[src/rtl/comb_selftest_pkg.sv]
`default_nettype none
// ============================================================================
// Module   : comb_selftest_pkg
// Brief    : Shared types and sizes for the comb_selftest BIST engine.
// Revision : 1.0 - initial release
// ============================================================================
package comb_selftest_pkg;

    localparam int NUM_VECTORS = 8;
    localparam int IDX_W       = 3;
    localparam int CNT_W       = 4;

    typedef enum logic [1:0] {
        IDLE = 2'd0,
        RUN  = 2'd1,
        DONE = 2'd2
    } state_t;

endpackage : comb_selftest_pkg
`default_nettype wire

[src/rtl/comb_selftest_dwell_timer.sv]
`default_nettype none
// ============================================================================
// Module   : dwell_timer
// Brief    : Wrapping dwell counter; expire flags the last cycle of a vector.
// Revision : 1.0 - initial release
// ============================================================================
module dwell_timer #(
    parameter int DWELL_CYCLES = 4
) (
    input  logic clk,
    input  logic rst_n,
    input  logic clear,
    input  logic enable,
    output logic expire
);

    localparam int TMR_W = (DWELL_CYCLES > 1) ? $clog2(DWELL_CYCLES) : 1;
    localparam logic [TMR_W-1:0] c_LAST = TMR_W'(DWELL_CYCLES - 1);

    generate
        if (DWELL_CYCLES < 1) begin : g_dwell_check
            $error("dwell_timer: DWELL_CYCLES must be >= 1");
        end
    endgenerate

    logic [TMR_W-1:0] r_timer;

    always_ff @(posedge clk or negedge rst_n) begin
        if (!rst_n) begin
            r_timer <= '0;
        end else if (clear) begin
            r_timer <= '0;
        end else if (enable) begin
            r_timer <= expire ? '0 : r_timer + TMR_W'(1);
        end
    end

    assign expire = (r_timer == c_LAST);

endmodule : dwell_timer
`default_nettype wire

[src/rtl/comb_selftest.sv]
`default_nettype none
// ============================================================================
// Module   : comb_selftest
// Brief    : Built-in self-test for the S/P/V->LED block: sweeps all 8 inputs,
//            checks LED against EXPECTED. Macro SELFTEST_SYNC_EN adds a 2-flop
//            LED synchroniser ahead of the compare.
// Revision : 1.0 - initial release
// ============================================================================
module comb_selftest
    import comb_selftest_pkg::*;
#(
    parameter int         DWELL_CYCLES = 4,
    parameter logic [7:0] EXPECTED     = 8'hE8
) (
    input  logic             clk,
    input  logic             rst_n,
    input  logic             start,
    output logic             S,
    output logic             P,
    output logic             V,
    input  logic             LED,
    output logic             busy,
    output logic             done,
    output logic             pass,
    output logic [7:0]       fail_mask,
    output logic [CNT_W-1:0] fail_count
);

    localparam logic [IDX_W-1:0] c_LAST_IDX = IDX_W'(NUM_VECTORS - 1);

    state_t           r_state;
    state_t           w_next_state;
    logic [IDX_W-1:0] r_idx;
    logic [IDX_W-1:0] r_stim;
    logic [7:0]       r_fail_mask;
    logic [CNT_W-1:0] r_fail_count;
    logic             w_led_cmp;
    logic             w_accept;
    logic             w_expire;
    logic             w_sample;
    logic             w_last;

`ifdef SELFTEST_SYNC_EN
    logic [1:0] r_sync;

    generate
        if (DWELL_CYCLES < 3) begin : g_sync_dwell_check
            $error("comb_selftest: DWELL_CYCLES must be >= 3 with the LED synchroniser");
        end
    endgenerate

    always_ff @(posedge clk or negedge rst_n) begin
        if (!rst_n) begin
            r_sync <= 2'b00;
        end else begin
            r_sync <= {r_sync[0], LED};
        end
    end

    assign w_led_cmp = r_sync[1];
`else
    assign w_led_cmp = LED;
`endif

    // start is only honoured outside RUN; a re-pulse mid-run is dropped here.
    assign w_accept = (r_state != RUN) && start;
    assign w_sample = (r_state == RUN) && w_expire;
    assign w_last   = (r_idx == c_LAST_IDX);

    dwell_timer #(
        .DWELL_CYCLES (DWELL_CYCLES)
    ) u_dwell_timer (
        .clk    (clk),
        .rst_n  (rst_n),
        .clear  (w_accept),
        .enable (r_state == RUN),
        .expire (w_expire)
    );

    always_ff @(posedge clk or negedge rst_n) begin
        if (!rst_n) begin
            r_state <= IDLE;
        end else begin
            r_state <= w_next_state;
        end
    end

    always_comb begin
        w_next_state = r_state;
        case (r_state)
            IDLE, DONE: if (start) w_next_state = RUN;
            RUN:        if (w_sample && w_last) w_next_state = DONE;
            default:    w_next_state = IDLE;
        endcase
    end

    always_ff @(posedge clk or negedge rst_n) begin
        if (!rst_n) begin
            r_idx        <= '0;
            r_stim       <= '0;
            r_fail_mask  <= '0;
            r_fail_count <= '0;
        end else if (w_accept) begin
            r_idx        <= '0;
            r_stim       <= '0;
            r_fail_mask  <= '0;
            r_fail_count <= '0;
        end else if (w_sample) begin
            if (w_led_cmp != EXPECTED[r_idx]) begin
                r_fail_mask[r_idx] <= 1'b1;
                r_fail_count       <= r_fail_count + CNT_W'(1);
            end
            // Stimulus returns to 000 on the DONE transition; idx parks at 7.
            if (w_last) begin
                r_stim <= '0;
            end else begin
                r_idx  <= r_idx + IDX_W'(1);
                r_stim <= r_idx + IDX_W'(1);
            end
        end
    end

    assign {S, P, V}  = r_stim;
    assign busy       = (r_state == RUN);
    assign done       = (r_state == DONE);
    assign fail_mask  = r_fail_mask;
    assign fail_count = r_fail_count;
    assign pass       = done && (r_fail_mask == 8'h00);

endmodule : comb_selftest
`default_nettype wire
[config.mk]
export PLATFORM = sky130hd
export DESIGN_NAME = comb_selftest
export DESIGN_NICKNAME = d
export VERILOG_FILES = /design/src/rtl/comb_selftest_pkg.sv /design/src/rtl/comb_selftest_dwell_timer.sv /design/src/rtl/comb_selftest.sv
export SDC_FILE = /design/constraint.sdc
export NUM_CORES = 1
export LEC_CHECK = 0
export BUFFER_PORTS_ARGS = -buffer_cell sky130_fd_sc_hd__buf_2
export CAP_MARGIN = 20
export CORE_MARGIN = 1
export CORE_UTILIZATION = 40
export DETAILED_ROUTE_END_ITERATION = 8
export GPL_TIMING_DRIVEN = 0
export PLACE_DENSITY_LB_ADDON = 0.12
export SYNTH_ARGS = -nofsm -noshare
export SYNTH_HDL_FRONTEND = slang
export SYNTH_SLANG_ARGS = --single-unit
[constraint.sdc]
create_clock -name clk -period 1.95 [get_ports clk]
set_clock_uncertainty 0.2 [all_clocks]
set_input_delay 0.195 -clock clk [delete_from_list [all_inputs] [get_ports clk]]
set_output_delay 0.195 -clock clk [all_outputs]
set_load 0.05 [all_outputs]
==> impl_metrics.ini <==
[run_status]
status = finished, violations left
violations = negative setup slack

[worst_setup_path]
cpPeakStageDelay_ps = 550
crit_path_top_delay_cell = or4_4
critical_path_buf_inv_count = 1
path_cells = or4_4 > nor4_4 > buf_6
cp-end-kind = output port
reg2reg_from = r_idx[1]$_DFFE_PN0P_
ff2ff_path_depth = 6
worstPathArrival_ps = 1630
critPathKind = reg2out
reg2reg_to = r_idx[0]$_DFFE_PN0P_
critical-path-top-delay-family = simple AND/OR/NAND/NOR gates
critPathLaunch = fail_mask[5]$_DFFE_PN0P_
ff2ff_setup_slack_ps = 50
worstPathMaxFanout = 2
start_kind = flip-flop
worstPathRequired_ps = 1550

[finish]
fill_cells = 236
num_antenna_cells = 0
drive_gt1_frac = 0.422
nets = 157
area_growth_pct = 31.0

[synth]
seq_area_frac_synth = 0.488
yosys_most_used_dff = dfrtp_1
yosysWarnings = 0
ys_types = 32
ys_seq_elements = 22
synth_cells = 110
synth_edf_count = 0
syn_area_um2 = 1130
syn-num-nets = 119
syn_area_per_cell_um2 = 10.2
async_flop_share = 1.00

[timing]
setup-violations-final = 1
rsz0062_at_grt = true
worst_pin_slew_ps = 502
hold_slack_ps = 162
layout_setup_ws_ps = -74.2
finalCriticalPeriod_ps = 2020
hold_viol_final = 0
setup_tns_ps = -74.2
fmax_ghz = 0.494
slew-limit-headroom = 0.666
slew_viol_final = 0
period_share = 1.04

[routing]
drt_iter0_drc = 16
drt_wl_total_um = 2540
viasPerCell = 5.72
num_vias = 1012
wl_per_cell_um = 14.4
drc = 0
first_pass_iters = 4
ant_nets = 0

[clock_network]
clkTransAtPathRegs_ps = 130
root_buffer = clkbuf_4
clk_latency_ps = 310
cts_made_buffers = 3
htree_levels = 1
clockBufferDepth = 2
cts.sinks = 22
tritoncts = done

[global_route]
grt-ovfl-total = 0
track_usage = 0.194
grt_pass1_vias = 894
antenna_found_initial = 0
grt_max_degree = 23
grt_pass1_wl_um = 4110

[die]
core-area_um2 = 2570
die_area_um2 = 3030
fp-row-count = 18
die_width_um = 55.1
die_y_um = 55.1
initial_core_util = 0.439
pin_count = 22

[power_and_ir_drop]
irDropWorstVdd_v = 0.00113
p_per_area_nw_per_um2 = 1760
p_leak_nw = 0.718
power.total_w = 0.00260

[run]
cap_violations = 0

[place]
place_congestion = 0.719
dp_hpwl_um = 1690
portBuffers = 21

[worst_hold_path]
hold_class = in2async
==> worst max path at each step <==
| stage | end | slack (ps) | cells past startpoint |
|---|---|---|---|
| 3_5_place_dp | fail_mask[1]$_DFFE_PN0P_ | -130 | 7 |
| 4_1_cts | pass | -90 | 3 |
| 6_report | pass | -70 | 3 |
| 3_3_place_gp | fail_mask[0]$_DFFE_PN0P_ | -100 | 7 |
| 5_1_grt | pass | -170 | 3 |
| 2_1_floorplan | pass | -140 | 2 |
==> registers in the layout, summed over array words and instances, names as in the netlist <==
register,flops
r_state,2
fail_count,4
u_dwell_timer.r_timer,2
r_stim,3
fail_mask,8
r_idx,3
==> area by class of cell <==
cell class,count,area (um2),area share
multi-input combinational,79,587,0.397
tap,30,37.5,0.0254
sequential,22,557,0.377
clock buffer,4,36.3,0.0246
timing repair buffer,34,214,0.145
buffer,4,25.0,0.0169
inverter,4,20.0,0.0136
==> cell usage after synthesis, drive strengths merged (3+ instances only) <==
master,instances,area share
dfrtp,22,0.49
ha,5,0.055
o21ai,3,0.017
o31ai,4,0.027
a21oi,4,0.018
nor3,6,0.027
or4,3,0.020
a41oi,8,0.062
nand2,9,0.030
inv,3,0.010
and3,4,0.027
nor2,10,0.033
buf,3,0.019
nand3b,3,0.020
==> layout by cell type (no fill, tap or decap), types with 2 or more instances in the layout <==
cell,count
mux2i_1,2
dfrtp_1,17
dfrtp_2,5
inv_1,2
nor3_1,6
a41oi_1,8
a22o_1,2
o31ai_1,4
ha_1,3
inv_4,2
or3_4,2
buf_6,2
nand2_1,9
and3_2,4
nand3_1,2
nand4_1,2
a21oi_1,4
buf_2,21
nor2_1,10
clkbuf_4,3
nand3b_1,3
dlygate4sd3_1,2
or4_4,2
o21ai_0,2
buf_4,11
and2_1,2
==> metal layers <==
| metal | vias to the layer above | routed length [um] | part of all wire | GRT usage |
|---|---|---|---|---|
| met3 | 4 | 116 | 0.046 | 0.0601 |
| met5 | - | 0 | 0 | 0 |
| met1 | 496 | 1220 | 0.48 | 0.253 |
| met4 | 0 | 13 | 0.0051 | 0.0292 |
| li1 | 485 | - | - | - |
| met2 | 27 | 1190 | 0.47 | 0.319 |
==> report_power, final <==
group | internal, W | switching (W) | total, W
clock network | 0.000114 | 0.000136 | 0.000250
logic | 0.000537 | 0.000989 | 0.00153
registers | 0.000651 | 0.000170 | 0.000822
==> what timing repair did <==
item,CTS,global route
gates cloned,0,0
resized for setup,9,6
pin swaps,1,3
setup buffers,6,5
hold endpoints to repair,26,0
endpoints found under the setup margin,13,13
hold buffers,2,0
==> worst register-to-register path, stage by stage (launching register included) <==
cell,delay [ps]
dfrtp_2,480
ha_4,180
buf_4,130
ha_1,210
nor2_1,350
nor3_1,90
a21o_1,160
==> stage by stage <==
stage | std cells | utilization | worst slack, ps | instance area [um2]
after global placement | 161 | 0.505 | -101 | 1300
after global routing | 177 | 0.575 | -166 | 1480
after CTS | 172 | 0.554 | -86.0 | 1420
final | 177 | 0.575 | -74.2 | 1480
after detailed placement | 161 | 0.505 | -128 | 1300
after floorplan | 110 | - | -138 | 1150
==> cells by family (layout without fill, tap and decap cells) <==
logic type / Yosys count / in the layout / share of synthesized area
flip-flops: 22 / 22 / 0.488
adder cells (fa/ha/maj): 5 / 5 / 0.0555
multiplexers: 3 / 3 / 0.0277
AND/OR/NAND/NOR: 48 / 48 / 0.238
buffers and inverters: 9 / 46 / 0.0388
AO/OA/AOI/OAI: 23 / 23 / 0.152
(Power assumes the default switching activity.)
